<file path="src/rtl/id_exe_skid_reg.sv">
// rtl/id_exe_skid_reg.sv - two-entry elastic decode-to-execute pipeline register with flush
module id_exe_skid_reg #(
    parameter int DATA_WIDTH  = 32,
    parameter int SHIFT_WIDTH = 12,
    parameter int IMM24_WIDTH = 24
) (
    input  logic                   clk,
    input  logic                   rst,
    input  logic                   flush,
    input  logic                   in_valid,
    output logic                   in_ready,
    input  logic [DATA_WIDTH-1:0]  in_pc,
    input  logic [DATA_WIDTH-1:0]  in_val_rn,
    input  logic [DATA_WIDTH-1:0]  in_val_rm,
    input  logic [SHIFT_WIDTH-1:0] in_shift_operand,
    input  logic                   in_imm,
    input  logic [IMM24_WIDTH-1:0] in_imm24,
    input  logic [3:0]             in_dest,
    input  logic [3:0]             in_exe_cmd,
    input  logic                   in_mem_r_en,
    input  logic                   in_mem_w_en,
    input  logic                   in_wb_en,
    input  logic                   in_b,
    input  logic                   in_s,
    input  logic [3:0]             in_sr,
    output logic                   out_valid,
    input  logic                   out_ready,
    output logic [DATA_WIDTH-1:0]  out_pc,
    output logic [DATA_WIDTH-1:0]  out_val_rn,
    output logic [DATA_WIDTH-1:0]  out_val_rm,
    output logic [SHIFT_WIDTH-1:0] out_shift_operand,
    output logic                   out_imm,
    output logic [IMM24_WIDTH-1:0] out_imm24,
    output logic [3:0]             out_dest,
    output logic [3:0]             out_exe_cmd,
    output logic                   out_mem_r_en,
    output logic                   out_mem_w_en,
    output logic                   out_wb_en,
    output logic                   out_b,
    output logic                   out_s,
    output logic [3:0]             out_sr,
    output logic                   out_mem_access
);

    typedef struct packed {
        logic [DATA_WIDTH-1:0]  pc;
        logic [DATA_WIDTH-1:0]  val_rn;
        logic [DATA_WIDTH-1:0]  val_rm;
        logic [SHIFT_WIDTH-1:0] shift_operand;
        logic                   imm;
        logic [IMM24_WIDTH-1:0] imm24;
        logic [3:0]             dest;
        logic [3:0]             exe_cmd;
        logic                   mem_r_en;
        logic                   mem_w_en;
        logic                   wb_en;
        logic                   b;
        logic                   s;
        logic [3:0]             sr;
    } bundle_t;

    typedef enum logic [1:0] {
        EMPTY = 2'd0,
        ONE   = 2'd1,
        TWO   = 2'd2
    } state_t;

    state_t  state, state_next;
    bundle_t in_bundle, main_q, skid_q;
    logic    mem_access_q;
    logic    accept, consume;
    logic    main_load_in, main_load_skid, skid_load, clear_ctrl;

    always_comb begin
        in_bundle               = '0;
        in_bundle.pc            = in_pc;
        in_bundle.val_rn        = in_val_rn;
        in_bundle.val_rm        = in_val_rm;
        in_bundle.shift_operand = in_shift_operand;
        in_bundle.imm           = in_imm;
        in_bundle.imm24         = in_imm24;
        in_bundle.dest          = in_dest;
        in_bundle.exe_cmd       = in_exe_cmd;
        in_bundle.mem_r_en      = in_mem_r_en;
        in_bundle.mem_w_en      = in_mem_w_en;
        in_bundle.wb_en         = in_wb_en;
        in_bundle.b             = in_b;
        in_bundle.s             = in_s;
        in_bundle.sr            = in_sr;
    end

    // in_ready and out_valid decode straight from the state flops, so no path from out_ready
    assign in_ready  = (state != TWO);
    assign out_valid = (state != EMPTY);
    assign accept    = in_valid & in_ready;
    assign consume   = out_valid & out_ready;

    always_comb begin
        state_next     = state;
        main_load_in   = 1'b0;
        main_load_skid = 1'b0;
        skid_load      = 1'b0;
        clear_ctrl     = 1'b0;
        if (flush) begin
            state_next = EMPTY;
            clear_ctrl = 1'b1;
        end else begin
            case (state)
                EMPTY: begin
                    if (accept) begin
                        state_next   = ONE;
                        main_load_in = 1'b1;
                    end
                end
                ONE: begin
                    if (accept && consume) begin
                        main_load_in = 1'b1;
                    end else if (accept) begin
                        state_next = TWO;
                        skid_load  = 1'b1;
                    end else if (consume) begin
                        state_next = EMPTY;
                        clear_ctrl = 1'b1;
                    end
                end
                TWO: begin
                    if (consume) begin
                        state_next     = ONE;
                        main_load_skid = 1'b1;
                    end
                end
                default: begin
                    state_next = EMPTY;
                    clear_ctrl = 1'b1;
                end
            endcase
        end
    end

    always_ff @(posedge clk or posedge rst) begin
        if (rst) begin
            state <= EMPTY;
        end else begin
            state <= state_next;
        end
    end

    // Data fields hold when the register empties; only the side-effecting controls are cleared
    always_ff @(posedge clk or posedge rst) begin
        if (rst) begin
            main_q       <= '0;
            skid_q       <= '0;
            mem_access_q <= 1'b0;
        end else begin
            if (main_load_in) begin
                main_q       <= in_bundle;
                mem_access_q <= in_mem_r_en | in_mem_w_en;
            end else if (main_load_skid) begin
                main_q       <= skid_q;
                mem_access_q <= skid_q.mem_r_en | skid_q.mem_w_en;
            end else if (clear_ctrl) begin
                main_q.mem_r_en <= 1'b0;
                main_q.mem_w_en <= 1'b0;
                main_q.wb_en    <= 1'b0;
                main_q.b        <= 1'b0;
                main_q.s        <= 1'b0;
                mem_access_q    <= 1'b0;
            end
            if (skid_load) begin
                skid_q <= in_bundle;
            end
        end
    end

    assign out_pc            = main_q.pc;
    assign out_val_rn        = main_q.val_rn;
    assign out_val_rm        = main_q.val_rm;
    assign out_shift_operand = main_q.shift_operand;
    assign out_imm           = main_q.imm;
    assign out_imm24         = main_q.imm24;
    assign out_dest          = main_q.dest;
    assign out_exe_cmd       = main_q.exe_cmd;
    assign out_mem_r_en      = main_q.mem_r_en;
    assign out_mem_w_en      = main_q.mem_w_en;
    assign out_wb_en         = main_q.wb_en;
    assign out_b             = main_q.b;
    assign out_s             = main_q.s;
    assign out_sr            = main_q.sr;
    assign out_mem_access    = mem_access_q;

endmodule

</file>
<file path="config.mk">
export PLATFORM = sky130hd
export DESIGN_NAME = id_exe_skid_reg
export DESIGN_NICKNAME = d
export VERILOG_FILES = /design/src/rtl/id_exe_skid_reg.sv
export SDC_FILE = /design/constraint.sdc
export NUM_CORES = 1
export LEC_CHECK = 0
export BUFFER_PORTS_ARGS = -buffer_cell sky130_fd_sc_hd__buf_4
export CORE_UTILIZATION = 53
export DETAILED_ROUTE_END_ITERATION = 6
export HOLD_SLACK_MARGIN = 0.05
export PLACE_DENSITY = 0.8
export SETUP_SLACK_MARGIN = 0.02
export SYNTH_ARGS = -nofsm -noshare
export SYNTH_HDL_FRONTEND = slang
export SYNTH_SLANG_ARGS = --single-unit
</file>
<file path="constraint.sdc">
create_clock -name clk -period 11.33 [get_ports clk]
set_input_delay 0.5665 -clock clk [delete_from_list [all_inputs] [get_ports clk]]
set_output_delay 0.5665 -clock clk [all_outputs]
set_load 0.005 [all_outputs]
</file>
; Yosys cells after proc, flatten, opt, wreduce, memory -nomap -nowiden
; Index checks and enable logic that the tools add are counted.
[totals]
regBits = 303
inputBits = 155
out_inout_bits = 153
elab_cells = 77
[op_classes]
eq_ne = 7
n_mux = 29
bitwise = 4
reduce_logical = 7
[ops]
columns = operator, n
row1 = 2-to-1 mux 150 bit, 1
row2 = 2-to-1 mux 141 bit, 1
row3 = 2-to-1 mux 1 bit, 15
row4 = 2-to-1 mux 2 bit, 6
row5 = 2-to-1 mux 5 bit, 2
row6 = "!= test 3 bit, second input constant", 3
row7 = case mux 2 bit (3 select lines), 1
row8 = 2-to-1 mux 4 bit, 1
row9 = "!= test 4 bit, second input constant", 1
row10 = case mux 1 bit (2 select lines), 2
row11 = AND reduction 4 bit, 1
row12 = nonzero test 2 bit, 2
row13 = nonzero test 3 bit, 1
row14 = AND 1 bit, 2
row15 = "== test 2 x 1 -> 1 bit, second input constant", 1
row16 = "== test 2 bit, second input constant", 1
row17 = zero test 2 bit, 1
row18 = "!= test 2 bit, second input constant", 1
row19 = OR 1 bit, 2
row20 = OR reduction 2 bit, 1
row21 = logical AND 1 bit, 1

; Depth between registers and ports, before layout
[logic_depth]
depth_word = 10
ltp_mapped = 7
mapped_depth_nobuf = 4

; Worst setup path before layout
; Ideal clock, no wire load.
[synth_timing]
path_type = input to register
from = in flush
to = reg main_q, in the netlist out_dest[0]
setup_ns = 0.126
arrival_ns = 1.820
t_required_ns = 11.204
setup_slack_ns = 9.384
path_stages = 7
n_path_buf = 4
cell_sequence = buf_2 -> and4bb_2 -> buf_2 -> nor2_4 -> buf_2 -> buf_2 -> a221o_1
[synth_between]
elab_chain_len = 2
elab_cells_between_ends = 4
classes_between = mux: 3 / reduce/logical: 1
[synth_rtl]
columns = element, line_no
row1 = start: declaration, 9  ; input logic flush,
row2 = 2-to-1 mux 1 bit, 104  ; if (flush) begin
row3 = 2-to-1 mux 150 bit / nonzero test 2 bit (equally long branches), --
row4 = end signal: assignment, 156  ; main_q <= in_bundle;
row5 = end signal: assignment, 159  ; main_q <= skid_q;
row6 = end: declaration, 69  ; bundle_t in_bundle, main_q, skid_q;
; Parallel ways exist; a longest one is shown, timed or not.
; A chain may end at the register's enable or synchronous reset.

; Worst setup path in the final report
[layout_timing]
from = reg state[0]
to = reg mem_access_q, in the netlist out_mem_access
[layout_between]
elab_chain_len = 8
elab_cells_between_ends = 23
classes_between = eq/ne: 3 / mux: 13 / bitwise: 2 / reduce/logical: 5
[layout_rtl]
columns = element, line_no
row1 = start: declaration, 68  ; state_t state, state_next;
row2 = start signal: assignment, 144  ; state <= state_next;
row3 = nonzero test 2 bit, 94  ; assign out_valid = (state != EMPTY);
row4 = AND 1 bit, 96  ; assign consume = out_valid & out_ready;
row5 = 2-to-1 mux 1 bit, "121, 127"
row6 = 2-to-1 mux 1 bit, 118  ; end else if (accept) begin
row7 = 2-to-1 mux 1 bit, 116  ; if (accept && consume) begin
row8 = case mux 1 bit (2 select lines), 108  ; case (state)
row9 = 2-to-1 mux 1 bit, 104
row10 = nonzero test 3 bit (no line), --
row11 = end signal: assignment, 157  ; mem_access_q <= in_mem_r_en | in_mem_w_en;
row12 = end signal: assignment, 160  ; mem_access_q <= skid_q.mem_r_en | skid_q.mem_w_en;
row13 = end: declaration, 70  ; logic mem_access_q;
; Parallel ways exist; a longest one is shown, timed or not.

==> impl_metrics.py <==
metrics = {
    "placement": {
        "port_buffers": 307,
        "placedInstanceArea_um2": 14600,
        "gp_congestion": 0.753,
        "dp.final_hpwl_mm": 18.5,
    },
    "power": {
        "intPower_mw": 2.22,
        "totalPowerFinal_mw": 2.94,
        "p_sw_frac": 0.243,
        "switchingPower_uw": 715,
        "leakagePower_nw": 7.51,
        "p_per_area_nw_per_um2": 189,
        "power_frac_seq": 0.496,
        "ir_worst_vdd_uv": 139,
        "comb_power_share": 0.177,
        "pwr-share-clk": 0.327,
    },
    "global_routing": {
        "antenna_found_initial": 0,
        "grt_busiest_layer": "met2",
        "use_met1": 0.320,
        "grt.total_usage": 0.244,
        "grt_max_degree": 128,
        "grt_pass1_vias": 8570,
        "grt_use_met3": 0.0638,
        "met2_usage": 0.400,
        "grt_first_pass_wirelength_mm": 46.0,
        "grt-ovfl-total": 0,
    },
    "drt": {
        "wl_mm": 28.7,
        "drtAntennaViolNets": 0,
        "vias": 8368,
        "drt_first_iter_violations": 472,
        "wl_per_cell_um": 20.1,
        "vias_per_cell": 5.84,
        "drc": 0,
        "drt-pass1-iter-count": 5,
    },
    "synthesis": {
        "syn_area_um2": 12100,
        "yosysUniqueCellTypes": 27,
        "synth_fp_nets": 996,
        "synth_top_flop_cell": "dfrtp_1",
        "async_reset_ff_frac": 1.00,
        "synth_warnings": 0,
        "synth_cells": 841,
        "yosys.area.top_type": "dfrtp_1",
        "synth.avg_cell_area_um2": 14.4,
        "yosys-top-cells-area": "dfrtp_1 62%, mux2_2 14%, a221o_1 12%",
        "ys_ff_latch": 303,
        "ys_seq_area_frac": 0.625,
        "synth_edf_count": 0,
        "synthDominantCellAreaShare": 0.625,
    },
    "worst_setup_path": {
        "critPathLaunchType": "flip-flop",
        "endpoint_kind": "flip-flop",
        "arrival_ns": 3.44,
        "r2r-start": "state[0]",
        "crit_required_ns": 11.78,
        "cp_max_fo": 90,
        "worstSetupPathType": "reg -> reg",
        "startpoint": "state[0]",
    },
    "sta": {
        "worst_pin_slew_ns": 1.08,
        "grt_setup_unrepaired": "false",
        "maxSlewViolCount": 0,
        "max-slew-margin-rel": 0.281,
        "finalSetupTns_ns": 0,
        "setup_violations": 0,
        "hold_viol": 0,
        "clock-skew-final_ns": 0.0200,
        "hold_slack_ns": 0.212,
        "fin_crit_ns": 2.99,
        "period_share": 0.264,
        "fmax_mhz": 335,
    },
    "clock_network": {
        "cts_setup_buffers": 0,
        "cts_max_level": 1,
        "cts.sinks": 303,
        "cts_resized": 0,
        "cts-root-buf": "clkbuf_16",
        "clkTransAtPathRegs_ns": 0.06,
        "insertion_delay_ns": 0.55,
        "cts_tree": "done",
        "cts_buffer_depth": 3,
        "numCtsBuffers": 31,
        "cts_hold_buf": 0,
    },
    "floorplanning": {
        "fp.dieArea_um2": 23500,
        "die_w_um": 153,
        "initial_core_util": 0.538,
        "rows": 55,
        "die_height_um": 153,
        "core_area_um2": 22600,
        "ios": 308,
    },
    "layout": {
        "area_growth_pct": 28.3,
        "layout-drive-gt1-share": 0.453,
        "antenna_cells": 0,
        "stdcell_area_um2": 15600,
        "nNetsFinal": 1281,
        "final_util": 0.690,
    },
    "outcome": {
        "run_status": "finished clean",
    },
    "job": {
        "maxCapViolations": 0,
    },
    "worst_hold_path": {
        "hp-class": "in -> async",
    },
}
kinds of logic after synthesis:
logic type | Yosys count | share of synthesized area
AOI/OAI and AO/OA | 155 | 0.126
muxes | 152 | 0.141
and+or+nand+nor | 161 | 0.0836
DFF | 303 | 0.625
buffers and inverters | 70 | 0.0248
layout by cell type (no fill, tap or decap), types with 2 or more instances in the layout:
cell type and n:
clkinv_2 5, a221o_1 145, dfrtp_1 303, mux2_2 150, nor2_1 4, nand2_1 2, mux2i_1 2, buf_4 317
clkbuf_8 9, clkbuf_1 9, clkbuf_16 31, inv_1 4, and2_1 145, a222oi_1 3, nand2b_1 2
final cells by class:
| type | count | area (µm²) |
|---|---|---|
| clock buffers | 49 | 933 |
| clock inverters | 6 | 32.5 |
| fillers | 1593 | 6990 |
| inverters | 5 | 26.3 |
| multi-input cells | 468 | 4270 |
| flip-flops and latches | 303 | 7580 |
| well taps | 285 | 357 |
| repair buffers | 317 | 2380 |
power groups by stage:
stage                     Combinational, mW  Clock, mW  Sequential (mW)
after CTS                             0.529      0.980             1.46
after detailed placement              0.529          0             1.47
after global placement                0.507          0             1.46
after global routing                  0.566       1.02             1.48
after floorplan                       0.270          0             1.45
final                                 0.521      0.961             1.46
worst max-delay path, stage by stage, from the launching register on:
cell and delay [ns]:
dfrtp_1 0.43, nor2b_2 0.22, nor3_4 0.22, buf_4 0.81
buf_4 0.71, a221oi_1 0.20, o21ai_0 0.19
metal layers:
metal / share of wire / vias to the layer above
met5: 0 / -
met4: 0.029 / 0
met3: 0.077 / 51
met2: 0.48 / 314
met1: 0.41 / 4295
li1: - / 3708
stage by stage:
stage	setup slack (ns)	instances
detailed placement	8.31	1378
CTS	8.37	1433
floorplan	2.39	841
finish	8.34	1433
global route	8.10	1433
global placement	8.31	1378
path summary, 6_finish.rpt:
path / to / slack (ns) / depth (start not counted)
max reg2reg: out_mem_access / 8.34 / 6
max in group asynchronous: out_imm24[4] / 9.12 / 4
max: out_mem_access / 8.34 / 6
min: skid_q[95] / 0.21 / 2
min reg2reg: out_mem_w_en / 0.48 / 2
min in group clk: state[1] / 0.23 / 2
synth_stat cells, types with 2 or more instances:
master and instances:
buf_1 3, dfrtp_1 303, and2_1 145, buf_2 31, nor2_1 4, nand2b_1 2, a221o_1 145, a222oi_1 3
inv_1 5, clkbuf_1 31, mux2i_1 2, mux2_2 150, nand2_1 3
registers in the layout (all words and copies together) (netlist names):
name,count
out_sr,4
state,2
out_val_rm,32
out_imm,1
out_imm24,24
out_mem_r_en,1
skid_q,150
out_mem_w_en,1
out_val_rn,32
out_exe_cmd,4
out_b,1
out_mem_access,1
out_shift_operand,12
out_wb_en,1
out_dest,4
out_pc,32
out_s,1
No activity file was read; power rests on OpenSTA's default activity.
